### src/rtl/sdram_port_arbiter_pkg.sv
// Shared types for the SDRAM port arbiter: access beat, data word and arbiter state.
package sdram_port_arbiter_pkg;

  localparam int DATA_W = 16;
  localparam int BANK_W = 2;
  localparam int ROW_W  = 13;
  localparam int COL_W  = 10;
  localparam int STAT_W = 32;

  typedef logic [DATA_W-1:0] data_t;

  // One beat of an SDRAM access as presented by a requester.
  typedef struct packed {
    logic [BANK_W-1:0] bank;
    logic [ROW_W-1:0]  row;
    logic [COL_W-1:0]  col;
    data_t             data;
  } dram_access_t;

  typedef enum logic {ARB_IDLE, ARB_BUSY} arb_state_t;

endpackage

### src/rtl/sdram_rr_pick.sv
// Combinational round-robin picker: returns the first requester strictly after
// i_last (wrapping) as a one-hot vector, or zero when nobody requests.
module sdram_rr_pick #(
  parameter int N_PORTS = 4
) (
  input  logic [N_PORTS-1:0]         i_req,
  input  logic [$clog2(N_PORTS)-1:0] i_last,
  output logic [N_PORTS-1:0]         o_pick
);

  localparam int IW = $clog2(N_PORTS);

  // Scan the ports in priority order starting just after the last grant.
  always_comb begin
    int   w_idx;
    logic w_found;
    // NOTE: every output of a combinational block gets a default first, so no path leaves it unassigned and no latch is inferred.
    o_pick  = '0;
    w_found = 1'b0;
    w_idx   = 0;
    for (int off = 1; off <= N_PORTS; off++) begin
      w_idx = int'(i_last) + off;
      if (w_idx >= N_PORTS) w_idx = w_idx - N_PORTS;
      if (!w_found && i_req[w_idx[IW-1:0]]) begin
        o_pick[w_idx[IW-1:0]] = 1'b1;
        w_found               = 1'b1;
      end
    end
  end

endmodule

### src/rtl/sdram_port_arbiter.sv
// Round-robin arbiter sharing one SDRAM controller port between N_PORTS burst
// requesters. A grant is held for one BURST-beat transaction (or until the
// requester drops its request) and is followed by exactly one idle cycle.
// Optional per-port statistics counters: define SDRAM_ARB_STATS_EN.
module sdram_port_arbiter
  import sdram_port_arbiter_pkg::*;
#(
  parameter int N_PORTS = 4,
  parameter int BURST   = 8
) (
  input  logic                CLK,
  input  logic                RESET_N_IN,
  input  logic [N_PORTS-1:0]  UP_REQ_IN,
  input  logic [N_PORTS-1:0]  UP_WRITE_IN,
  input  dram_access_t        UP_ACS_IN      [N_PORTS],
  output logic [N_PORTS-1:0]  UP_ACK_OUT,
  output data_t               UP_DATA_OUT    [N_PORTS],
  output logic                DN_REQ_OUT,
  output logic                DN_WRITE_OUT,
  output dram_access_t        DN_ACS_OUT,
  input  data_t               DN_DATA_IN,
  input  logic                DN_ACK_IN,
`ifdef SDRAM_ARB_STATS_EN
  output logic [STAT_W-1:0]   STAT_BEATS_OUT [N_PORTS],
  output logic [STAT_W-1:0]   STAT_WAIT_OUT  [N_PORTS],
`endif
  output logic [N_PORTS-1:0]  GRANT_OUT
);

  localparam int IW = $clog2(N_PORTS);
  localparam int CW = (BURST > 1) ? $clog2(BURST) : 1;
  localparam logic [CW-1:0] LAST_BEAT = CW'(BURST - 1);
  localparam logic [IW-1:0] LAST_PORT = IW'(N_PORTS - 1);

  arb_state_t          r_state;
  logic [N_PORTS-1:0]  r_grant;
  logic [IW-1:0]       r_gidx;
  logic [IW-1:0]       r_last;
  logic [CW-1:0]       r_beat;

  logic [N_PORTS-1:0]  w_pick;
  logic [IW-1:0]       w_pick_idx;
  logic                w_busy;
  logic                w_req_g;

  sdram_rr_pick #(
    .N_PORTS (N_PORTS)
  ) u_pick (
    .i_req  (UP_REQ_IN),
    .i_last (r_last),
    .o_pick (w_pick)
  );

  // Binary index of the one-hot pick, stored alongside the grant for muxing.
  always_comb begin
    w_pick_idx = '0;
    for (int i = 0; i < N_PORTS; i++) begin
      if (w_pick[i]) w_pick_idx = IW'(i);
    end
  end

  assign w_busy  = (r_state == ARB_BUSY);
  assign w_req_g = UP_REQ_IN[r_gidx];

  // Downstream command path is a straight mux from the granted port.
  assign DN_REQ_OUT   = w_busy & w_req_g;
  assign DN_WRITE_OUT = UP_WRITE_IN[r_gidx];
  assign DN_ACS_OUT   = UP_ACS_IN[r_gidx];
  assign UP_ACK_OUT   = (w_busy && DN_ACK_IN) ? r_grant : '0;
  assign GRANT_OUT    = r_grant;

  // Read data is broadcast unregistered; only the acked port consumes it.
  always_comb begin
    for (int i = 0; i < N_PORTS; i++) UP_DATA_OUT[i] = DN_DATA_IN;
  end

  // Arbitration FSM: pick in IDLE, hold the grant for a burst in BUSY.
  always_ff @(posedge CLK or negedge RESET_N_IN) begin
    if (!RESET_N_IN) begin
      r_state <= ARB_IDLE;
      r_grant <= '0;
      r_gidx  <= '0;
      r_last  <= LAST_PORT;
      r_beat  <= '0;
    end else begin
      // NOTE: sequential state uses non-blocking assignments so every register samples pre-edge values.
      case (r_state)
        ARB_IDLE: begin
          if (|UP_REQ_IN) begin
            r_grant <= w_pick;
            r_gidx  <= w_pick_idx;
            r_state <= ARB_BUSY;
          end
        end
        ARB_BUSY: begin
          if (DN_ACK_IN) begin
            if (r_beat == LAST_BEAT) begin
              r_state <= ARB_IDLE;
              r_grant <= '0;
              r_beat  <= '0;
              r_last  <= r_gidx;
            end else begin
              r_beat <= r_beat + 1'b1;
            end
          end else if (!w_req_g) begin
            // Requester abandoned the burst before it completed.
            r_state <= ARB_IDLE;
            r_grant <= '0;
            r_beat  <= '0;
            r_last  <= r_gidx;
          end
        end
        default: begin
          r_state <= ARB_IDLE;
          r_grant <= '0;
          r_beat  <= '0;
        end
      endcase
    end
  end

`ifdef SDRAM_ARB_STATS_EN
  logic [STAT_W-1:0] r_stat_beats [N_PORTS];
  logic [STAT_W-1:0] r_stat_wait  [N_PORTS];

  for (genvar g = 0; g < N_PORTS; g++) begin : g_stat
    // Saturating per-port counters of acked beats and cycles spent waiting.
    always_ff @(posedge CLK or negedge RESET_N_IN) begin
      if (!RESET_N_IN) begin
        r_stat_beats[g] <= '0;
        r_stat_wait[g]  <= '0;
      end else begin
        if (UP_ACK_OUT[g] && (r_stat_beats[g] != '1)) begin
          r_stat_beats[g] <= r_stat_beats[g] + 1'b1;
        end
        if (UP_REQ_IN[g] && !r_grant[g] && (r_stat_wait[g] != '1)) begin
          r_stat_wait[g] <= r_stat_wait[g] + 1'b1;
        end
      end
    end

    assign STAT_BEATS_OUT[g] = r_stat_beats[g];
    assign STAT_WAIT_OUT[g]  = r_stat_wait[g];
  end
`endif

endmodule

### config.mk
export PLATFORM = sky130hd
export DESIGN_NAME = sdram_port_arbiter
export DESIGN_NICKNAME = d
export VERILOG_FILES = /design/src/rtl/sdram_port_arbiter_pkg.sv /design/src/rtl/sdram_rr_pick.sv /design/src/rtl/sdram_port_arbiter.sv
export SDC_FILE = /design/constraint.sdc
export NUM_CORES = 1
export LEC_CHECK = 0
export BUFFER_PORTS_ARGS = -buffer_cell sky130_fd_sc_hd__buf_4
export CELL_PAD_IN_SITES_DETAIL_PLACEMENT = 1
export CELL_PAD_IN_SITES_GLOBAL_PLACEMENT = 1
export CORE_AREA = 2 2 120 122
export CTS_BUF_LIST = sky130_fd_sc_hd__clkbuf_4
export DETAILED_ROUTE_END_ITERATION = 7
export DIE_AREA = 0 0 122 124
export PLACE_DENSITY_LB_ADDON = 0.2
export SYNTH_ARGS = -nofsm -noshare
export SYNTH_HDL_FRONTEND = slang
export SYNTH_SLANG_ARGS = --single-unit
### constraint.sdc
create_clock -name CLK -period 2.55 [get_ports CLK]
set_input_delay 0.51 -clock CLK [delete_from_list [all_inputs] [get_ports CLK]]
set_output_delay 0.51 -clock CLK [all_outputs]
set_load 0.05 [all_outputs]
==> out/qor.txt, run 1 <==
=================================================================================
Number of enable flip-flop cells after synthesis                                0
Final ANT Viol Nets                                                             0
Place WS                                                                 0.134 ns
Initial cell density of the core                                            18.3%
Number of setup buffers added after CTS                                         0
Overall fraction of global-route tracks in use                              14.1%
Time the final worst path needs with I/O delays and setup                 2.42 ns
First-pass GRT wire length                                               16000 µm
Core area                                                               13700 µm²
Critical-path cell list                                              buf_12 -> mux4_2 -> buf_4
Count of final hold-check violations                                            0
Clock share of power                                                         2.8%
Cell taking the most area after synthesis                            sky130_fd_sc_hd__mux4_2
Share of the synthesized area in the top cell type                          39.4%
Via total after detailed routing                                             2462
Count of state elements after synthesis                                        12
Inserted Clock Buffers                                                          3
Iter 0 DRT Violations                                                          78
Setup repair after global routing missed its margin                            no
Critical path type                                                     reg -> out
Clock sink total                                                               12
Worst R2R Start                                                         r_last[1]
Synthesized area divided by synthesized cell count                       11.5 µm²
Yosys warning total                                                             0
Remaining global-route overflow                                                 0
Area delta synth->final                                                     57.1%
Initial antenna violation count                                                 0
Total Die Area                                                          15100 µm²
Result of the run                                                    complete, no violations
Setup slack, reg-to-reg                                                   0.19 ns
Maximum buffer depth of the clock tree                                          2
Setup TNS after final layout                                                 0 ns
Area of combinational cells with multiple inputs                         1620 µm²
Unique cell type count in the Yosys netlist                                    37
Number of max-slew violations in the final report                               0
Syn Inst Count                                                                219
Worst-case setup margin in the final layout                              0.128 ns
Synthesized area                                                         2520 µm²
DRC viols                                                                       0
Worst Max-Slew Pin Slew                                                  0.600 ns
Top-level port count                                                          306
Diode count                                                                     0
Reg2Reg Capture Point                                                   r_gidx[0]
Kind of cell adding the most delay to the critical path                flip-flops
Top cells by area in the synthesized netlist                         sky130_fd_sc_hd__mux4_2 39%, sky130_fd_sc_hd__buf_4 19%, sky130_fd_sc_hd__dfrtp_1 9.9%
Delay of the slowest critical-path stage                                  0.59 ns
Net Sw Frac                                                                 57.7%
Register share of total power                                                8.7%
Most used cells in the layout excluding fill and tap cells           228 x sky130_fd_sc_hd__buf_4, 44 x sky130_fd_sc_hd__mux4_2, 10 x sky130_fd_sc_hd__o21ai_0, 9 x sky130_fd_sc_hd__ha_1
Floorplan die height                                                       124 µm
Critical path capture point type                                       output pin
Die width                                                                  122 µm
Worst hold path type                                                  in -> async
Register area                                                             305 µm²
Post-DP HPWL                                                             10600 µm
CTS-repair resized insts                                                        0
Clock latency on the worst-skew pair                                      0.29 ns
Fraction of layout instances using a drive strength above 1                 78.5%
Overall power of the completed layout                                   0.00480 W
Via-to-Cell Ratio                                                            4.46
Fmax achieved                                                             413 MHz
Maximum level of the CTS H-tree                                                 1
Number of logic stages on the critical path including buffering                 3
Pin count of the biggest net entering global routing                           23
Quantity of I/O buffers inserted on ports                                     225
Power density over the cells                                          1210 nW/µm²
Part of the power in combinational logic                                    88.5%
TritonCTS clock tree                                                         done
Flip-flop cell with the highest count after synthesis                sky130_fd_sc_hd__dfrtp_1
Maximum capacitance violations                                                  0
Total of hold buffers inserted after clock tree synthesis                       0
Wirelength, routed                                                       12200 µm
Lkg Pwr                                                                   1.85 nW
Last weighted congestion value of the routability-driven placer             0.804
P_sw                                                                    0.00277 W
Cells on worst reg2reg path                                                     8
Number of nets in the layout                                                  574
Final cell count without fillers                                              552
Root Buffer                                                          sky130_fd_sc_hd__clkbuf_4
Final Cycle Share                                                           95.0%
CP Data Required Time                                                     2.04 ns
Clock-pin slew on the worst setup and hold paths                          0.09 ns
Number of iterations in the first detailed-routing pass                         4
Post-DR wirelength/cell                                                   22.0 µm
Total nets after synthesis                                                    420
Internal cell power                                                     0.00203 W
Number of buffer and inverter instances along the worst setup path              2
CP arrival                                                                1.91 ns
Worst setup endpoint                                                 DN_ACS_OUT[21]
Critical path startpoint category                                       flip-flop
Sequential cell area fraction in the yosys report                           12.0%
Number of global-route vias before repair                                    2611
Maximum net fanout on the critical path                                        18
CP max stage cell                                                    sky130_fd_sc_hd__dfrtp_2
Placed cell count                                                             548
Filler instances                                                             1607
Worst hold margin                                                       0.0431 ns
Worst slew margin                                                           59.6%
Launch point of the critical path                                       r_gidx[0]
Site Rows                                                                      43
Fin Clk Skew                                                           0.00978 ns
Setup violations, final                                                         0
Commonest non-fill, non-tap cell in the layout                       sky130_fd_sc_hd__buf_4
Fraction of synthesis flops using an asynchronous set or reset pin           100%
Worst voltage drop across the vdd grid                                   0.404 mV
=================================================================================
[kinds of logic (layout without fill, tap and decap cells)]
family / count (synthesis) / count (layout) / synth area share, %
muxes: 49 / 49 / 43.4
and+or+nand+nor: 33 / 33 / 6.81
adders and majority gates: 10 / 10 / 4.97
buffers and inverters: 88 / 241 / 24.0
DFF: 12 / 12 / 12.0
AOI/OAI and AO/OA: 27 / 27 / 8.85
[synthesized netlist by cell type (all sizes together), types with 2 or more instances]
master / count
nor2: 8
nand3: 4
a21boi: 2
clkbuf: 6
dfstp: 2
dfrtp: 10
and3: 4
nand2: 9
o21ai: 11
inv: 7
a221oi: 4
ha: 10
buf: 75
mux2: 2
a31oi: 2
a32o: 3
mux4: 47
[worst reg2reg max path: cells and delay by family, from the launching register on]
kind                     cells  cell delay (ns)
AND/OR/NAND/NOR              2             0.20
AO/OA/AOI/OAI                3             0.51
flip-flops                   1             0.64
multiplexers                 1             0.39
adder cells (fa/ha/maj)      1             0.41
buffers and inverters        1             0.14
[worst min path at each step]
| stage | to | slack (ns) | cells after the start |
|---|---|---|---|
| 2_1_floorplan | GRANT_OUT[0] | 0.21 | 0 |
| 3_3_place_gp | GRANT_OUT[0] | 0.36 | 1 |
| 3_5_place_dp | GRANT_OUT[0] | 0.36 | 1 |
| 4_1_cts | GRANT_OUT[3] | 0.05 | 1 |
| 5_1_grt | GRANT_OUT[0] | 0.05 | 1 |
| 6_report | GRANT_OUT[2] | 0.04 | 1 |
[power groups by stage]
stage / Sequential [W] / Clock [W] / Combinational, W
global placement: 0.000424 / 0 / 0.00427
floorplan: 0.000415 / 0 / 0.00332
detailed placement: 0.000430 / 0 / 0.00429
finish: 0.000418 / 0.000132 / 0.00425
global route: 0.000442 / 0.000146 / 0.00448
CTS: 0.000425 / 0.000135 / 0.00429
[registers in the layout, indices dropped and copies added, names as in the netlist]
| register | flops |
|---|---|
| r_beat | 3 |
| r_gidx | 2 |
| GRANT_OUT | 4 |
| r_state | 1 |
| r_last | 2 |
[per-stage QoR]
stage	cell area [µm²]	util (%)
2_1_floorplan	2520	-
3_3_place_gp	3920	28.6
3_5_place_dp	3920	28.6
4_1_cts	3950	28.8
5_1_grt	3960	28.8
6_report	3960	28.8
[layer usage]
metal  track usage [%]  share of wire [%]  vias up
li1                  -                  -     1091
met1              15.2                 33     1165
met2              24.1                 51      199
met3              9.07                 16        7
met4              1.51               0.53        0
met5                 0                  0        -
[cell type report]
type                       count  share of cell area [%]
clock inverter                 1                  0.0949
tap                          180                    5.69
clock buffer                   3                   0.569
timing repair buffer         230                    44.3
inverter                       7                   0.664
multi-input combinational    119                    41.0
sequential                    12                    7.72
Note: power is estimated with default switching activity, not from simulation.
==> run 2: changes to the inputs <==
--- a/config.mk
+++ b/config.mk
@@ -8,10 +8,10 @@
 export BUFFER_PORTS_ARGS = -buffer_cell sky130_fd_sc_hd__buf_4
 export CELL_PAD_IN_SITES_DETAIL_PLACEMENT = 1
 export CELL_PAD_IN_SITES_GLOBAL_PLACEMENT = 1
-export CORE_AREA = 2 2 120 122
+export CORE_AREA = 2 2 119 121
 export CTS_BUF_LIST = sky130_fd_sc_hd__clkbuf_4
 export DETAILED_ROUTE_END_ITERATION = 7
-export DIE_AREA = 0 0 122 124
+export DIE_AREA = 0 0 121 123
 export PLACE_DENSITY_LB_ADDON = 0.2
 export SYNTH_ARGS = -nofsm -noshare
 export SYNTH_HDL_FRONTEND = slang
==> constraint.sdc (replaced) <==
create_clock -name CLK -period 2.9 [get_ports CLK]
set_input_delay 0.58 -clock CLK [delete_from_list [all_inputs] [get_ports CLK]]
set_output_delay 0.58 -clock CLK [all_outputs]
set_load 0.05 [all_outputs]
==> out/qor.txt, run 2 (synthesis results as in run 1) <==
=================================================================================
Result of the run                                                    complete, no violations
TritonCTS clock tree                                                         done
Number of setup buffers added after CTS                                         0
Quantity of I/O buffers inserted on ports                                     225
Overall fraction of global-route tracks in use                              14.0%
CTS-repair resized insts                                                        0
Power density over the cells                                          1060 nW/µm²
CP Data Required Time                                                     3.04 ns
Final Cycle Share                                                           88.7%
Critical path type                                                     reg -> reg
Fin Clk Skew                                                           0.00717 ns
Wirelength, routed                                                       11300 µm
Maximum level of the CTS H-tree                                                 1
Worst Max-Slew Pin Slew                                                  0.485 ns
Floorplan die height                                                       123 µm
Commonest non-fill, non-tap cell in the layout                       sky130_fd_sc_hd__buf_4
Clock-pin slew on the worst setup and hold paths                          0.08 ns
Worst voltage drop across the vdd grid                                   0.285 mV
Placed cell count                                                             547
Filler instances                                                             1575
First-pass GRT wire length                                               15800 µm
Area delta synth->final                                                     56.7%
Root Buffer                                                          sky130_fd_sc_hd__clkbuf_4
Remaining global-route overflow                                                 0
Via-to-Cell Ratio                                                            4.40
Delay of the slowest critical-path stage                                  0.75 ns
Number of nets in the layout                                                  573
Lkg Pwr                                                                   1.85 nW
Iter 0 DRT Violations                                                          72
Critical-path cell list                                              inv_1 -> ha_1 -> mux4_2 -> nand2_1 -> o21ai_0 -> a221oi_1 -> a31oi_1
Maximum buffer depth of the clock tree                                          2
Number of buffer and inverter instances along the worst setup path              1
Site Rows                                                                      43
Initial cell density of the core                                            18.5%
Final ANT Viol Nets                                                             0
CP arrival                                                                2.71 ns
Total of hold buffers inserted after clock tree synthesis                       0
Number of max-slew violations in the final report                               0
Fraction of layout instances using a drive strength above 1                 78.2%
Critical path startpoint category                                       flip-flop
Most used cells in the layout excluding fill and tap cells           227 x sky130_fd_sc_hd__buf_4, 44 x sky130_fd_sc_hd__mux4_2, 10 x sky130_fd_sc_hd__o21ai_0, 10 x sky130_fd_sc_hd__ha_1
Maximum capacitance violations                                                  0
Worst hold path type                                                  in -> async
Total Die Area                                                          14900 µm²
Clock latency on the worst-skew pair                                      0.28 ns
Post-DP HPWL                                                              9890 µm
Number of global-route vias before repair                                    2590
Inserted Clock Buffers                                                          3
Initial antenna violation count                                                 0
Pin count of the biggest net entering global routing                           28
Final cell count without fillers                                              551
Critical path capture point type                                        flip-flop
Fmax achieved                                                             389 MHz
Count of final hold-check violations                                            0
Clock sink total                                                               12
Setup TNS after final layout                                                 0 ns
Via total after detailed routing                                             2425
Core area                                                               13600 µm²
Diode count                                                                     0
Setup violations, final                                                         0
Time the final worst path needs with I/O delays and setup                 2.57 ns
Kind of cell adding the most delay to the critical path                flip-flops
Last weighted congestion value of the routability-driven placer             0.764
Setup repair after global routing missed its margin                            no
Flip-flop count of the largest register after layout                            4
Top-level port count                                                          306
Post-DR wirelength/cell                                                   20.6 µm
Die width                                                                  121 µm
CP max stage cell                                                    sky130_fd_sc_hd__dfstp_2
Maximum net fanout on the critical path                                        18
Worst slew margin                                                           67.4%
Number of iterations in the first detailed-routing pass                         4
DRC viols                                                                       0
=================================================================================
==> run 2: cell types whose count changed in the layout (fill, tap and decap cells not counted) <==
cell | previous run | this run
sky130_fd_sc_hd__dfrtp_4 | 0 | 1
sky130_fd_sc_hd__a221oi_1 | 0 | 1
sky130_fd_sc_hd__clkinv_1 | 1 | 0
sky130_fd_sc_hd__a221oi_2 | 4 | 3
sky130_fd_sc_hd__ha_1 | 9 | 10
sky130_fd_sc_hd__ha_2 | 1 | 0
sky130_fd_sc_hd__clkbuf_4 | 3 | 4
sky130_fd_sc_hd__buf_4 | 228 | 227
sky130_fd_sc_hd__dfrtp_2 | 2 | 1
==> run 2: worst register-to-register path, stage by stage, from the launching register on <==
cell and delay [ns]:
sky130_fd_sc_hd__dfstp_2 0.75, sky130_fd_sc_hd__inv_1 0.16, sky130_fd_sc_hd__ha_1 0.42, sky130_fd_sc_hd__mux4_2 0.41
sky130_fd_sc_hd__nand2_1 0.10, sky130_fd_sc_hd__o21ai_0 0.08, sky130_fd_sc_hd__a221oi_1 0.37, sky130_fd_sc_hd__a31oi_1 0.15
==> run 2: per-layer routing <==
layer / vias to the layer above / track usage, % / routed length [µm]
li1: 1085 / - / -
met1: 1162 / 15.8 / 4010
met2: 168 / 22.6 / 5350
met3: 10 / 9.23 / 1920
met4: 0 / 1.89 / 74
met5: - / 0 / 0
==> run 2: area by class of cell <==
class | instances | area [µm²] | share of cell area [%]
timing repair buffer | 229 | 1740 | 44.2
multi-input combinational | 119 | 1610 | 40.9
sequential | 12 | 308 | 7.80
tap | 180 | 225 | 5.71
clock buffer | 4 | 30.0 | 0.761
inverter | 7 | 26.3 | 0.666
==> run 2: power breakdown <==
group	leakage [nW]	total, W	internal, W	switching, W
combinational	1.69	0.00362	0.00146	0.00216
sequential	0.145	0.000446	0.000254	0.000193
clock	0.0184	0.000121	0.0000628	0.0000584
total	1.85	0.00419	0.00178	0.00241
==> run 2: path summary, 6_finish.rpt <==
kind / slack, ns / start / to / depth (start not counted)
max: 0.33 / r_last[0] / r_gidx[0] / 7
min: 0.13 / RESET_N_IN / r_beat[2] / 1
max reg2reg: 0.33 / r_last[0] / r_gidx[0] / 7
min reg2reg: 0.50 / r_beat[2] / r_beat[2] / 1
max in group asynchronous: 2.54 / RESET_N_IN / r_last[0] / 1
min in group CLK: 0.50 / r_beat[2] / r_beat[2] / 1
==> run 2: through the flow <==
stage	utilization (%)	hold WS (ns)	cell area [µm²]	power, W	worst slack [ns]
floorplan	-	0.284	2520	0.00328	0.623
CTS	29.0	0.124	3950	0.00426	0.279
global placement	28.8	0.432	3920	0.00412	0.410
global route	29.0	0.117	3950	0.00446	0.0879
detailed placement	28.8	0.434	3920	0.00413	0.332
finish	29.0	0.125	3950	0.00419	0.328
